[src/rtl/lcd_pkg.sv]
`default_nettype none
// ============================================================================
// Package  : lcd_pkg
// Brief    : Opcode constants and sequencer state encoding for lcd_cmd_host.
// Revision : 1.0
// ============================================================================
package lcd_pkg;

    localparam logic [3:0] CMD_WRITE        = 4'd0;
    localparam logic [3:0] CMD_INIT         = 4'd1;
    localparam logic [3:0] CMD_CLEAR        = 4'd2;
    localparam logic [3:0] CMD_DISP_ON      = 4'd3;
    localparam logic [3:0] CMD_DISP_OFF     = 4'd4;
    localparam logic [3:0] CMD_SET_ADDR     = 4'd5;
    localparam logic [3:0] CMD_SET_CONTRAST = 4'd6;
    localparam logic [3:0] CMD_SCROLL       = 4'd7;
    localparam logic [3:0] CMD_INVERT       = 4'd8;
    localparam logic [3:0] CMD_NORMAL       = 4'd9;
    localparam logic [3:0] CMD_SLEEP        = 4'd10;
    localparam logic [3:0] CMD_WAKE         = 4'd11;
    localparam logic [3:0] CMD_INV_THR      = 4'd12;

    typedef enum logic [2:0] {
        ST_IDLE       = 3'd0,
        ST_ISSUE      = 3'd1,
        ST_WAIT_BUSY  = 3'd2,
        ST_WAIT_READY = 3'd3,
        ST_WAIT_DONE  = 3'd4,
        ST_FINISH     = 3'd5,
        ST_FAULT      = 3'd6
    } lcd_state_t;

    function automatic logic is_write(input logic [3:0] op);
        return op == CMD_WRITE;
    endfunction

endpackage
`default_nettype wire

[src/rtl/lcd_cmd_host_fifo.sv]
`default_nettype none
// ============================================================================
// Module   : cmd_fifo
// Brief    : Synchronous power-of-two FIFO with full/empty flags and count.
// Revision : 1.0
// ============================================================================
module cmd_fifo #(
    parameter int DEPTH = 8,
    parameter int WIDTH = 4
) (
    input  logic                     clk,
    input  logic                     reset,
    input  logic                     push,
    input  logic [WIDTH-1:0]         push_data,
    input  logic                     pop,
    output logic [WIDTH-1:0]         head,
    output logic                     full,
    output logic                     empty,
    output logic [$clog2(DEPTH):0]   count
);

    localparam int AW = $clog2(DEPTH);
    localparam int CW = AW + 1;

    logic [WIDTH-1:0] mem_q [DEPTH];
    logic [WIDTH-1:0] mem_d [DEPTH];
    logic [AW-1:0]    wr_ptr_q, wr_ptr_d;
    logic [AW-1:0]    rd_ptr_q, rd_ptr_d;
    logic [CW-1:0]    count_q, count_d;
    logic             do_push, do_pop;

    assign full  = (count_q == CW'(DEPTH));
    assign empty = (count_q == '0);
    assign count = count_q;
    assign head  = mem_q[rd_ptr_q];

    always_comb begin
        do_push  = push && !full;
        do_pop   = pop && !empty;
        mem_d    = mem_q;
        wr_ptr_d = wr_ptr_q;
        rd_ptr_d = rd_ptr_q;
        if (do_push) begin
            mem_d[wr_ptr_q] = push_data;
            wr_ptr_d        = wr_ptr_q + 1'b1;
        end
        if (do_pop) begin
            rd_ptr_d = rd_ptr_q + 1'b1;
        end
        count_d = count_q + CW'(do_push) - CW'(do_pop);
    end

    // Storage needs no reset: pointers and count define which entries are valid.
    always_ff @(posedge clk) begin
        mem_q <= mem_d;
    end

    always_ff @(posedge clk or posedge reset) begin
        if (reset) begin
            wr_ptr_q <= '0;
            rd_ptr_q <= '0;
            count_q  <= '0;
        end else begin
            wr_ptr_q <= wr_ptr_d;
            rd_ptr_q <= rd_ptr_d;
            count_q  <= count_d;
        end
    end

endmodule
`default_nettype wire

[src/rtl/lcd_cmd_host.sv]
`default_nettype none
// ============================================================================
// Module   : lcd_cmd_host
// Brief    : Queues upstream LCD opcodes and issues them to the controller.
// Revision : 1.0
// ============================================================================
module lcd_cmd_host
    import lcd_pkg::*;
#(
    parameter int FIFO_DEPTH = 8,
    parameter int TIMEOUT    = 200
) (
    input  logic                          clk,
    input  logic                          reset,
    input  logic [3:0]                    push_cmd,
    input  logic                          push_valid,
    output logic                          push_ready,
    output logic [3:0]                    cmd,
    output logic                          cmd_valid,
    input  logic                          busy,
    input  logic                          done,
    output logic [$clog2(FIFO_DEPTH):0]   fifo_count,
    output logic [7:0]                    issued_count,
    output logic                          seq_done,
    output logic                          err_overflow,
    output logic                          err_timeout
);

    localparam int CW    = $clog2(FIFO_DEPTH) + 1;
    localparam int TMR_W = $clog2(TIMEOUT + 1);

    lcd_state_t        state_q, state_d;
    logic [3:0]        cmd_q, cmd_d;
    logic              cmd_valid_q, cmd_valid_d;
    logic [7:0]        issued_q, issued_d;
    logic              seq_done_q, seq_done_d;
    logic              ovf_q, ovf_d;
    logic              tmo_q, tmo_d;
    logic [TMR_W-1:0]  tmr_q, tmr_d;
    logic              closed_q, closed_d;
    logic              push_ready_q, push_ready_d;

    logic              fifo_push, fifo_pop;
    logic [3:0]        fifo_head;
    logic              fifo_full, fifo_empty;
    logic [CW-1:0]     fifo_cnt, cnt_next;

    assign fifo_push = push_valid && push_ready_q && !fifo_full;

    cmd_fifo #(
        .DEPTH (FIFO_DEPTH),
        .WIDTH (4)
    ) u_fifo (
        .clk       (clk),
        .reset     (reset),
        .push      (fifo_push),
        .push_data (push_cmd),
        .pop       (fifo_pop),
        .head      (fifo_head),
        .full      (fifo_full),
        .empty     (fifo_empty),
        .count     (fifo_cnt)
    );

    always_comb begin
        state_d     = state_q;
        cmd_d       = cmd_q;
        cmd_valid_d = 1'b0;
        issued_d    = issued_q;
        seq_done_d  = seq_done_q;
        ovf_d       = ovf_q | (push_valid & ~push_ready_q);
        tmo_d       = tmo_q;
        tmr_d       = tmr_q;
        closed_d    = closed_q;
        fifo_pop    = 1'b0;

        case (state_q)
            // Pop and strobe on the way into ISSUE so cmd_valid is a flop output.
            ST_IDLE: begin
                if (!busy && !fifo_empty) begin
                    state_d     = ST_ISSUE;
                    fifo_pop    = 1'b1;
                    cmd_d       = fifo_head;
                    cmd_valid_d = 1'b1;
                    if (issued_q != 8'hFF) begin
                        issued_d = issued_q + 8'd1;
                    end
                    if (is_write(fifo_head)) begin
                        closed_d = 1'b1;
                    end
                end
            end
            ST_ISSUE: begin
                tmr_d   = '0;
                state_d = is_write(cmd_q) ? ST_WAIT_DONE : ST_WAIT_BUSY;
            end
            ST_WAIT_BUSY: begin
                if (busy) begin
                    state_d = ST_WAIT_READY;
                end
            end
            ST_WAIT_READY: begin
                if (!busy) begin
                    state_d = ST_IDLE;
                end
            end
            // The ISSUE cycle plus the entry cycle account for the two missing counts.
            ST_WAIT_DONE: begin
                if (done) begin
                    state_d    = ST_FINISH;
                    seq_done_d = 1'b1;
                end else if (tmr_q == TMR_W'(TIMEOUT - 2)) begin
                    state_d = ST_FAULT;
                    tmo_d   = 1'b1;
                end else begin
                    tmr_d = tmr_q + 1'b1;
                end
            end
            ST_FINISH: begin
            end
            ST_FAULT: begin
            end
            default: begin
                state_d = ST_IDLE;
            end
        endcase

        cnt_next     = fifo_cnt + CW'(fifo_push) - CW'(fifo_pop);
        push_ready_d = !closed_d && (state_d != ST_FAULT) && (state_d != ST_FINISH)
                       && (cnt_next < CW'(FIFO_DEPTH));
    end

    always_ff @(posedge clk or posedge reset) begin
        if (reset) begin
            state_q      <= ST_IDLE;
            cmd_q        <= '0;
            cmd_valid_q  <= 1'b0;
            issued_q     <= '0;
            seq_done_q   <= 1'b0;
            ovf_q        <= 1'b0;
            tmo_q        <= 1'b0;
            tmr_q        <= '0;
            closed_q     <= 1'b0;
            push_ready_q <= 1'b0;
        end else begin
            state_q      <= state_d;
            cmd_q        <= cmd_d;
            cmd_valid_q  <= cmd_valid_d;
            issued_q     <= issued_d;
            seq_done_q   <= seq_done_d;
            ovf_q        <= ovf_d;
            tmo_q        <= tmo_d;
            tmr_q        <= tmr_d;
            closed_q     <= closed_d;
            push_ready_q <= push_ready_d;
        end
    end

    assign push_ready   = push_ready_q;
    assign cmd          = cmd_q;
    assign cmd_valid    = cmd_valid_q;
    assign fifo_count   = fifo_cnt;
    assign issued_count = issued_q;
    assign seq_done     = seq_done_q;
    assign err_overflow = ovf_q;
    assign err_timeout  = tmo_q;

endmodule
`default_nettype wire

[config.mk]
export PLATFORM = sky130hd
export DESIGN_NAME = lcd_cmd_host
export DESIGN_NICKNAME = d
export VERILOG_FILES = /design/src/rtl/lcd_pkg.sv /design/src/rtl/lcd_cmd_host_fifo.sv /design/src/rtl/lcd_cmd_host.sv
export SDC_FILE = /design/constraint.sdc
export NUM_CORES = 1
export LEC_CHECK = 0
export ABC_CLOCK_PERIOD_IN_PS = 3090
export BUFFER_PORTS_ARGS = -buffer_cell sky130_fd_sc_hd__buf_2
export CAP_MARGIN = 10
export CORE_MARGIN = 2
export CORE_UTILIZATION = 35
export DETAILED_ROUTE_END_ITERATION = 16
export MAX_ROUTING_LAYER = met4
export PLACE_DENSITY = 0.61
export SYNTH_ARGS = -nofsm -noshare
export SYNTH_HDL_FRONTEND = slang
export SYNTH_SLANG_ARGS = --single-unit
[constraint.sdc]
create_clock -name clk -period 3.09 [get_ports clk]
set_input_delay 0.309 -clock clk [delete_from_list [all_inputs] [get_ports clk]]
set_output_delay 0.309 -clock clk [all_outputs]
set_load 0.01 [all_outputs]
# Word-level counts from Yosys, hierarchy flattened
# Index checks and enable logic that the tools add are counted.
totals:
  regBits: 71
  input_bits: 9
  elab_cells: 97
op_classes:
  add_sub_neg: 8
  order_cmp: 4
  eq_ne: 13
  n_mux: 21
  bitwise: 6
  n_reduce_logical: 24
ops:
  columns: ["op", "count"]
  rows:
  - ["bitwise mux 32 bit", 1]
  - ["2-to-1 mux 3 bit", 6]
  - ["one-hot mux 3 bit (6 select lines)", 1]
  - ["adder 8 x 1 -> 8 bit, second input constant", 2]
  - ["2-to-1 mux 8 bit", 2]
  - ["one-hot mux 8 bit (2 select lines)", 1]
  - ["binary-select mux 4 bit (select 3 bit)", 1]
  - ["demux 4 bit (select 3 bit)", 1]
  - ["logical NOT 4 bit", 3]
  - ["2-to-1 mux 4 bit", 3]
  - ["== test 3 bit, second input constant", 3]
  - ["logical AND 1 bit", 9]
  - ["AND reduction 3 bit", 3]
  - ["adder 4 x 1 -> 4 bit", 2]
  - ["== test 8 bit, second input constant", 1]
  - [">= comparator 4 bit, second input constant", 2]
  - ["!= test 8 bit, second input constant", 1]
  - ["inverter 3 -> 4 bit", 2]
  - ["subtractor 4 x 1 -> 4 bit", 2]
  - ["adder 3 x 1 -> 3 bit, second input constant", 2]
  - ["== test 3 x 2 -> 1 bit, second input constant", 2]
  - ["!= test 3 bit, second input constant", 2]
  - ["2-to-1 mux 1 bit", 5]
  - ["== test 4 bit, second input constant", 1]
  - ["12 further kinds", 18]

# Depth between registers and ports, before layout
# Gate-level depths: netlist of the first run.
logic_depth:
  ltp_word: 12
  depth_mapped: 13
  depth_no_buf: 12

# Modules after synthesis
# Synthesis of the first run repeated with hierarchy kept, for this count alone.
unflattened:
  cells_unflattened: 247
  area_unflattened_um2: 3316.9
by_module_without_submodules:
  columns: ["mod", "instances", "cells_each", "area_per_inst_um2"]
  rows:
  - ["cmd_fifo", 1, 105, 1826.8]
  - ["lcd_cmd_host", 1, 142, 1490.2]

# Worst setup path before layout of the first run
# OpenSTA, ideal clock, no wires.
synth_timing:
  path_kind: "register -> register"
  startpoint: "register u_fifo.count_q[2], in the netlist u_fifo.count[2]"
  endpoint: "register push_ready_q, in the netlist push_ready"
  setup_ns: 0.086
  arrival_ns: 2.422
  slack_ns: 0.583
  stages_incl_launch_ff: 11
  n_path_buf: 1
  synth_period_minus_slack_ns: 2.507
  path_cell_list: "dfrtp_1 -> inv_1 -> ha_1 -> nor3b_1 -> nor3_1 -> buf_2 -> ha_1 -> o41ai_1 -> xor2_1 -> nand3_1 -> nor3_1"
synth_via:
  elab_cells_between_ends: 21
  cone_classes: "add/sub: 2; order compare: 1; eq/ne: 3; mux: 6; reduce/logical: 9"
synth_lines:
  columns: ["item", "line", "rtl"]
  rows:
  - ["from (decl)", "lcd_cmd_host_fifo.sv:29", "logic [CW-1:0] count_q, count_d;"]
  - ["from (signal assigned)", "lcd_cmd_host_fifo.sv:66", "count_q <= count_d;"]
  - ["logical NOT 4 bit", "lcd_cmd_host_fifo.sv:33", "assign empty = (count_q == '0);"]
  - ["logical NOT 1 bit", "lcd_cmd_host.sv:80", "if (!busy && !fifo_empty) begin"]
  - ["logical AND 1 bit", "lcd_cmd_host.sv:80", null]
  - ["2-to-1 mux 1 bit (2 in a row)", null, null]
  - ["via cmd_valid_d", "lcd_cmd_host.sv:34", "logic cmd_valid_q, cmd_valid_d;"]
  - ["subtractor 4 x 1 -> 4 bit", "lcd_cmd_host.sv:128", "cnt_next = fifo_cnt + CW'(fifo_push) - CW'(fifo_pop);"]
  - ["less-than comparator 4 bit", "lcd_cmd_host.sv:130", "&& (cnt_next < CW'(FIFO_DEPTH));"]
  - ["logical AND 1 bit", "lcd_cmd_host.sv:130", null]
  - ["via push_ready_d", "lcd_cmd_host.sv:41", "logic push_ready_q, push_ready_d;"]
  - ["to (signal assigned)", "lcd_cmd_host.sv:155", "push_ready_q <= push_ready_d;"]
  - ["to (decl)", "lcd_cmd_host.sv:41", null]
# The timed path passes the listed nets, and every way through them passes these cells.
# A chain may end at the register's enable or synchronous reset.

# Worst setup path in the final report of the first run
layout_timing:
  startpoint: "register u_fifo.count_q[2], in the netlist u_fifo.count[2]"
  endpoint: "register push_ready_q, in the netlist push_ready"
layout_via:
  elab_chain_cells: 9
  elab_cells_between_ends: 21
  cone_classes: "add/sub: 2; order compare: 1; eq/ne: 3; mux: 6; reduce/logical: 9"
layout_rtl:
  columns: ["item", "line"]
  rows:
  - ["branches (longest 8 deep; another with adder 4 x 1 -> 4 bit)", null]
  - ["logical AND 1 bit *", "lcd_cmd_host.sv:130"]
  - ["via push_ready_d", "lcd_cmd_host.sv:41"]
# Mark *: on every way through the listed nets, which the timed path passes.

==> impl_metrics.env, run 1 <==
export IMPL_clockBufferDepth=2
export IMPL_seq_power_share=0.438
export IMPL_p_int_uw=2250
export IMPL_slew_headroom=0.546
export IMPL_hold_path_class="input pin to async pin"
export IMPL_initial_core_util=0.356
export IMPL_cp_cell_sequence="inv_1 > ha_1 > nor3b_1 > buf_4 > nor3_1 > ha_1 > inv_1 > ha_1 > nand2_1 > o41ai_1 > xor2_1 > nand3_1 > nor3_1"
export IMPL_placed_area_um2=3520
export IMPL_avgSynthCellArea_um2=13.2
export IMPL_post_cts_resized=0
export IMPL_grt_max_degree=40
export IMPL_finalHoldViolCount=0
export IMPL_syn_area_um2=3250
export IMPL_slowest_delay_ps=380
export IMPL_setup_ws_ps=501
export IMPL_cts_made_buffers=9
export IMPL_cts_root_buf="clkbuf_8"
export IMPL_postCtsSetupBuffers=0
export IMPL_max_slew_worst_pin_slew_ps=675
export IMPL_skew_ps=9.74
export IMPL_utilization=0.414
export IMPL_routed_wl_mm=5.72
export IMPL_grt_pass1_wl_mm=9.72
export IMPL_clkSinkCount=71
export IMPL_dr_total_vias=1962
export IMPL_critPathCaptureType="flip-flop"
export IMPL_final_nets=306
export IMPL_sw_frac_of_total=0.341
export IMPL_overflow=0
export IMPL_yosysTopAreaCell="dfrtp_1"
export IMPL_async_flop_share=0.549
export IMPL_fill_cells=867
export IMPL_synth_cells=246
export IMPL_finalSetupViolCount=0
export IMPL_power_frac_comb=0.299
export IMPL_ios=30
export IMPL_grt_pass1_vias=2006
export IMPL_cts_clk_slew_worst_paths_ps=80
export IMPL_drtPass1Iterations=4
export IMPL_gp_congestion=0.796
export IMPL_leakagePower_uw=0.00155
export IMPL_final_setup_tns_ps=0
export IMPL_hold_buffers=0
export IMPL_period_share=0.838
export IMPL_pwr_density_cell_nw_per_um2=906
export IMPL_min_period_ps=2590
export IMPL_ant_nets=0
export IMPL_p_sw_uw=1160
export IMPL_syn_nets=269
export IMPL_drc=0
export IMPL_pre_cts_slack_ps=545
export IMPL_grt_use_total=0.129
export IMPL_area_growth_pct=16.1
export IMPL_grt_setup_unrepaired="no"
export IMPL_rows=35
export IMPL_core_um2=9110
export IMPL_drt_iter0_drc=52
export IMPL_ir_drop_mv=0.365
export IMPL_synth_edf_count=32
export IMPL_cts_tree="done"
export IMPL_synth_area_leaders="dfrtp_1 30%, edfxtp_1 30%, mux4_2 5.6%"
export IMPL_cpMostUsedCell="ha_1"
export IMPL_antennaDiodeCount=0
export IMPL_design_area_um2=3770
export IMPL_wl_per_cell_um=14.3
export IMPL_ys_seq_elements=71
export IMPL_worstSetupPathType="flip-flop to flip-flop"
export IMPL_timing_fmax_mhz=386
export IMPL_drv_slew=0
export IMPL_path_max_fanout=4
export IMPL_synth_most_common_cell="dfrtp_1"
export IMPL_cp_required_ps=3360
export IMPL_seq_area_frac_synth=0.597
export IMPL_ys_warn_count=0
export IMPL_synth_top_cell_area_share=0.301
export IMPL_layout_drive_gt1_share=0.240
export IMPL_synth_common_cells="39 x dfrtp_1, 32 x edfxtp_1, 21 x nand2_1"
export IMPL_cp_data_arrival_time_ps=2860
export IMPL_port_buffers=29
export IMPL_status="completed"
export IMPL_dieArea_um2=10100
export IMPL_pwr_share_clk=0.263
export IMPL_post_dp_hpwl_mm=4.04
export IMPL_slowest_stage="o41ai_1"
export IMPL_clk_latency_ps=340
export IMPL_die_w_um=100
export IMPL_synth_main_ff_cell="dfrtp_1"
export IMPL_via_per_inst=4.92
export IMPL_startpoint_type="flip-flop"
export IMPL_maxCapViolations=0
export IMPL_final_cells=399
export IMPL_die_h_um=100
export IMPL_htree_levels=3
export IMPL_antenna_found_initial=0
export IMPL_post_place_cells=383
export IMPL_synthDistinctLibCells=43
[cell usage in the layout (no fill, tap or decap), drive strengths merged, types with 5 or more instances in the layout]
cell	n
dfrtp	39
buf	33
edfxtp	32
nand2	21
inv	16
nor2	16
ha	13
xnor2	11
a21oi	11
clkbuf	9
mux4	8
nor3	8
xor2	6
nand2b	5
[layout make-up]
cell class	count	area (µm²)	share of cell area
sequential	71	1940	0.514
multi-input combinational	152	1210	0.322
timing repair buffer	33	175	0.0465
tap	111	139	0.0369
clock buffer	9	124	0.0329
clock inverter	7	121	0.0322
inverter	16	60.1	0.0159
[registers in the layout, indices dropped and copies added, names as in the netlist]
name,count
closed_q,1
cmd,4
cmd_valid,1
err_overflow,1
err_timeout,1
issued_count,8
push_ready,1
seq_done,1
state_q,3
tmr_q,8
u_fifo.count,4
u_fifo.mem_q,32
u_fifo.rd_ptr_q,3
u_fifo.wr_ptr_q,3
[cell families after synthesis]
group	synth area share
simple gates	0.130
flops	0.597
compound gates	0.0632
buf+inv	0.0297
xor+xnor	0.0459
mux	0.0786
fa+ha+maj	0.0563
[worst max-delay path, delay by kind of cell (launching register included)]
| family | cells | cell delay, ps |
|---|---|---|
| buf+inv | 3 | 280 |
| xor+xnor | 1 | 180 |
| fa+ha+maj | 3 | 650 |
| compound gates | 1 | 380 |
| simple gates | 5 | 660 |
| flops | 1 | 350 |
[final timing paths]
kind	slack (ps)	endpoint	cells past startpoint	from
max reg2reg	500	push_ready	13	u_fifo.count[2]
min in group clk	190	err_overflow	2	push_valid
max	500	push_ready	13	u_fifo.count[2]
min reg2reg	450	push_ready	1	closed_q
min	70	issued_count[0]	3	reset
max in group asynchronous	2670	cmd[2]	3	reset
[power by group through the flow]
| stage | Combinational, µW | Clock, µW | Sequential [µW] |
|---|---|---|---|
| after global routing | 1150 | 962 | 1540 |
| after detailed placement | 1030 | 0 | 1520 |
| after floorplan | 804 | 0 | 1430 |
| after global placement | 1000 | 0 | 1510 |
| final | 1020 | 900 | 1490 |
| after CTS | 1040 | 925 | 1500 |
[per-stage QoR]
stage	power [µW]	hold WS, ps
2_1_floorplan	2230	402
3_3_place_gp	2510	417
3_5_place_dp	2550	420
4_1_cts	3470	83.8
5_1_grt	3650	149
6_report	3410	71.4
[routing by layer]
layer / vias up / share of wire / track usage
li1: 959 / - / -
met2: 26 / 0.51 / 0.212
met3: 6 / 0.037 / 0.0425
met5: - / 0 / -
met1: 971 / 0.44 / 0.149
met4: 0 / 0.0098 / 0.0464
Note: power is estimated with default switching activity, not from simulation.
==> inputs of run 2 (changes only) <==
ABC_CLOCK_PERIOD_IN_PS = 2150   (was 3090)
PLACE_DENSITY = 0.63   (was 0.61)
clock period = 2.15 ns   (was 3.09 ns; I/O delays follow)
==> impl_metrics.env, run 2 (synthesis results as in run 1) <==
export IMPL_area_growth_pct=23.4
export IMPL_final_nets=332
export IMPL_timing_fmax_mhz=440
export IMPL_via_per_inst=4.96
export IMPL_slowest_stage="or3_4"
export IMPL_path_depth=10
export IMPL_worstSetupPathType="flip-flop to flip-flop"
export IMPL_die_w_um=100
export IMPL_slew_headroom=0.661
export IMPL_antenna_found_initial=0
export IMPL_finalHoldViolCount=0
export IMPL_largest_reg_flops=32
export IMPL_clkSinkCount=71
export IMPL_gp_congestion=0.801
export IMPL_grt_setup_unrepaired="yes"
export IMPL_seq_power_share=0.403
export IMPL_cp_cell_sequence="or3_4 > nor3_2 > ha_1 > inv_1 > ha_1 > nand2_1 > o41ai_2 > xor2_1 > nand3_1 > nor3_1"
export IMPL_sw_frac_of_total=0.348
export IMPL_design_area_um2=4000
export IMPL_cts_clk_slew_worst_paths_ps=80
export IMPL_hold_path_class="input pin to flip-flop"
export IMPL_multi_input_area_um2=1290
export IMPL_setup_ws_ps=-125
export IMPL_post_dp_hpwl_mm=4.35
export IMPL_clk_latency_ps=350
export IMPL_ant_nets=0
export IMPL_grt_use_total=0.139
export IMPL_rows=35
export IMPL_dieArea_um2=10100
export IMPL_ir_drop_mv=0.548
export IMPL_layout_drive_gt1_share=0.334
export IMPL_clockBufferDepth=2
export IMPL_cp_data_arrival_time_ps=2530
export IMPL_holdPathStages=2
export IMPL_core_um2=9110
export IMPL_startpoint_type="flip-flop"
export IMPL_r2r_slack_ps=-120
export IMPL_slowest_delay_ps=400
export IMPL_largest_register="u_fifo.mem_q"
export IMPL_wl_per_cell_um=14.3
export IMPL_cp_required_ps=2410
export IMPL_cp_top_family="simple AND/OR/NAND/NOR gates"
export IMPL_maxCapViolations=0
export IMPL_min_period_ps=2270
export IMPL_pwr_share_clk=0.201
export IMPL_p_sw_uw=1760
export IMPL_dr_total_vias=2108
export IMPL_timing_rr_start="state_q[2]"
export IMPL_final_cell_mix="39 x dfrtp_1, 32 x edfxtp_1, 29 x buf_2"
export IMPL_drt_iter0_drc=41
export IMPL_cts_made_buffers=9
export IMPL_ios=30
export IMPL_cts_tree="done"
export IMPL_drc=0
export IMPL_port_buffers=29
export IMPL_grt_pass1_wl_mm=10.4
export IMPL_power_frac_comb=0.395
export IMPL_status="finished, violations left"
export IMPL_overflow=0
export IMPL_placed_area_um2=3730
export IMPL_min_from="push_valid"
export IMPL_critPathCaptureType="flip-flop"
export IMPL_finalSetupViolCount=2
export IMPL_leakagePower_uw=0.00166
export IMPL_skew_ps=11.7
export IMPL_htree_levels=3
export IMPL_whs_ps=93.9
export IMPL_antennaDiodeCount=0
export IMPL_path_max_fanout=3
export IMPL_drtPass1Iterations=6
export IMPL_grt_pass1_vias=2187
export IMPL_final_setup_tns_ps=-151
export IMPL_reg2regPathDepth=10
export IMPL_fill_cells=867
export IMPL_drv_slew=0
export IMPL_period_share=1.06
export IMPL_routed_wl_mm=6.08
export IMPL_die_h_um=100
export IMPL_p_int_uw=3300
export IMPL_violations="setup timing"
export IMPL_max_slew_worst_pin_slew_ps=508
export IMPL_final_common_cell="dfrtp_1"
export IMPL_cts_root_buf="clkbuf_8"
export IMPL_grt_max_degree=40
export IMPL_critPathBufInv=1
export IMPL_cpMostUsedCell="ha_1"
export IMPL_seq_area_um2=1940
export IMPL_crit_start="state_q[2]"
export IMPL_pwr_density_cell_nw_per_um2=1270
export IMPL_initial_core_util=0.356
run 2: cell count changes in the layout (fill, tap and decap cells not counted), sizes merged:
cell,before,now
clkinvlp,0,1
dlygate4sd3,0,1
clkinv,4,5
bufinv,3,1
buf,33,58
run 2: layer usage:
| metal | track usage | share of wire | wire, µm |
|---|---|---|---|
| met3 | 0.0481 | 0.040 | 242 |
| met5 | - | 0 | 0 |
| met4 | 0.0390 | 0.0087 | 53 |
| met1 | 0.158 | 0.44 | 2650 |
| met2 | 0.233 | 0.52 | 3130 |
run 2: final cells by class:
class                   count  area share
clock buffers               9      0.0309
multi-input cells         152       0.323
well taps                 111      0.0347
flip-flops and latches     71       0.484
repair buffers             59      0.0963
inverters                  16      0.0150
clock inverters             7      0.0159
run 2: path summary, 6_finish.rpt:
| path | endpoint |
|---|---|
| worst max-delay path | push_ready |
| min in group asynchronous | issued_count[1] |
| worst min register to register | push_ready |
| max in group asynchronous | u_fifo.rd_ptr_q[0] |
| worst min-delay path | err_overflow |
| worst max register to register | push_ready |
run 2: what timing repair did:
item	CTS	global route
hold buffers	1	0
gates resized for setup	0	14
pin swaps	0	4
setup endpoints to repair	3	4
hold endpoints to repair	27	0
setup buffers	0	2
run 2: metrics by stage:
step | utilization | instances | total power [µW] | setup WS [ps]
after floorplan | - | 246 | 3260 | -162
after global placement | 0.410 | 406 | 3890 | 35.8
after detailed placement | 0.410 | 406 | 3960 | -83.3
after CTS | 0.431 | 423 | 4990 | -159
after global routing | 0.440 | 425 | 5460 | -276
final | 0.440 | 425 | 5070 | -125
run 2: power by group through the flow:
stage | registers (µW) | clock network [µW] | logic (µW)
3_3_place_gp | 2060 | 0 | 1830
3_5_place_dp | 2070 | 0 | 1890
5_1_grt | 2100 | 1120 | 2230
6_report | 2040 | 1020 | 2000
4_1_cts | 2050 | 1050 | 1890
2_1_floorplan | 2070 | 0 | 1190
run 2: worst register-to-register path, stage by stage, from the launching register on:
cell and delay, ps:
dfrtp_1 380, or3_4 400, nor3_2 190, ha_1 190
inv_1 40, ha_1 260, nand2_1 60, o41ai_2 260
xor2_1 180, nand3_1 80, nor3_1 130
==> inputs of run 3 (changes only) <==
TNS_END_PERCENT = 10   (was unset)
==> impl_metrics.env, run 3 (synthesis results as in run 1) <==
export IMPL_max_slew_worst_pin_slew_ps=500
export IMPL_pwr_density_cell_nw_per_um2=1260
export IMPL_min_from="push_valid"
export IMPL_cts_root_buf="clkbuf_8"
export IMPL_finalHoldViolCount=0
export IMPL_gr_usage_met1=0.159
export IMPL_wl_per_cell_um=13.3
export IMPL_ir_drop_mv=0.493
export IMPL_timing_fmax_mhz=455
export IMPL_startpoint_type="flip-flop"
export IMPL_leakagePower_uw=0.00165
export IMPL_antennaDiodeCount=0
export IMPL_pwr_share_clk=0.218
export IMPL_cts_tree="done"
export IMPL_cpMostUsedCell="ha_1"
export IMPL_sw_frac_of_total=0.351
export IMPL_worstSetupPathType="flip-flop to flip-flop"
export IMPL_reg2regPathDepth=10
export IMPL_final_cells=421
export IMPL_final_setup_tns_ps=-46.9
export IMPL_largest_register="u_fifo.mem_q"
export IMPL_crit_start="state_q[2]"
export IMPL_power_frac_comb=0.370
export IMPL_met2_usage=0.204
export IMPL_core_um2=9110
export IMPL_drv_slew=0
export IMPL_port_buffers=29
export IMPL_cp_required_ps=2410
export IMPL_ant_nets=0
export IMPL_htree_levels=3
export IMPL_clk_latency_ps=350
export IMPL_area_growth_pct=21.4
export IMPL_grt_setup_unrepaired="yes"
export IMPL_final_nets=328
export IMPL_r2r_end="push_ready"
export IMPL_design_area_um2=3940
export IMPL_cts_clk_slew_worst_paths_ps=80
export IMPL_grt_pass1_vias=2053
export IMPL_post_dp_hpwl_mm=4.04
export IMPL_antenna_found_initial=0
export IMPL_cp_top_family="simple AND/OR/NAND/NOR gates"
export IMPL_gp_congestion=0.828
export IMPL_min_to="err_overflow"
export IMPL_skew_ps=11.7
export IMPL_setup_ws_ps=-46.5
export IMPL_finalSetupViolCount=2
export IMPL_grt_use_total=0.129
export IMPL_min_period_ps=2200
export IMPL_slowest_delay_ps=390
export IMPL_cts_made_buffers=9
export IMPL_period_share=1.02
export IMPL_slowest_stage="or3_4"
export IMPL_routed_wl_mm=5.59
export IMPL_p_int_uw=3210
export IMPL_grt_max_degree=40
export IMPL_largest_reg_flops=32
export IMPL_seq_power_share=0.412
export IMPL_power_uw=4950
export IMPL_clockBufferDepth=2
export IMPL_die_w_um=100
export IMPL_drc=0
export IMPL_post_place_cells=404
export IMPL_layout_drive_gt1_share=0.303
export IMPL_hold_path_class="input pin to flip-flop"
export IMPL_r2r_slack_ps=-50
export IMPL_drtPass1Iterations=4
export IMPL_postCtsSetupBuffers=0
export IMPL_status="finished, violations left"
export IMPL_path_max_fanout=3
export IMPL_violations="setup timing"
export IMPL_grt_pass1_wl_mm=9.86
export IMPL_via_per_inst=4.87
export IMPL_dieArea_um2=10100
export IMPL_die_h_um=100
export IMPL_critPathCaptureType="flip-flop"
export IMPL_ios=30
export IMPL_top_usage_layer="met2"
export IMPL_rows=35
export IMPL_overflow=0
export IMPL_clkSinkCount=71
export IMPL_met3_usage=0.0425
export IMPL_utilization=0.433
export IMPL_drt_iter0_drc=49
export IMPL_cp_data_arrival_time_ps=2460
export IMPL_final_cell_mix="39 x dfrtp_1, 32 x edfxtp_1, 29 x buf_2"
export IMPL_final_common_cell="dfrtp_1"
export IMPL_fill_cells=864
export IMPL_critPathBufInv=1
export IMPL_initial_core_util=0.356
export IMPL_timing_rr_start="state_q[2]"
export IMPL_maxCapViolations=0
export IMPL_placed_area_um2=3710
export IMPL_cp_cell_sequence="or3_4 > nor3_4 > ha_1 > inv_1 > ha_1 > nand2_1 > o41ai_2 > xor2_1 > nand3_1 > nor3_2"
export IMPL_holdPathStages=2
export IMPL_p_sw_uw=1740
export IMPL_slew_headroom=0.666
export IMPL_dr_total_vias=2049
run 3: cell types whose count changed in the layout (fill, tap and decap cells not counted), sizes merged:
cell / delta
inv: +2
clkinv: -4
clkinvlp: +2
buf: -4
run 3: cell type report:
cell class,count,area (µm²),area share
clock buffers,9,124,0.0314
clock inverters,7,78.8,0.0200
inverters,16,60.1,0.0152
multi-input cells,152,1250,0.317
flip-flops and latches,71,1940,0.491
well taps,111,139,0.0352
repair buffers,55,355,0.0902
run 3: worst max-delay path by stage:
| stage | to | slack (ps) | cells past startpoint |
|---|---|---|---|
| after floorplan | push_ready | -160 | 12 |
| after global placement | push_ready | 30 | 12 |
| after detailed placement | push_ready | -30 | 12 |
| after CTS | push_ready | -50 | 10 |
| after global routing | push_ready | -240 | 10 |
| final | push_ready | -50 | 10 |
run 3: layer usage:
layer	wire length (µm)	up-vias
met4	57	0
met1	2570	998
li1	-	1007
met5	0	-
met3	250	7
met2	2720	37
run 3: through the flow:
step | setup WS, ps | hold WS, ps
2_1_floorplan | -162 | 314
3_3_place_gp | 33.7 | 368
3_5_place_dp | -33.9 | 370
4_1_cts | -54.9 | 73.1
5_1_grt | -239 | 104
6_report | -46.5 | 93.4
run 3: timing repair:
action	CTS	global route
resized for setup	2	1
pin swaps	1	1
endpoints found under the setup margin	2	4
hold buffers	1	0
hold endpoints to repair	36	0
run 3: power groups by stage:
stage / combinational, µW / sequential [µW] / clock (µW)
floorplan: 1180 / 2060 / 0
global placement: 1780 / 2050 / 0
detailed placement: 1820 / 2060 / 0
CTS: 1850 / 2050 / 1110
global route: 2100 / 2100 / 1170
finish: 1830 / 2040 / 1080
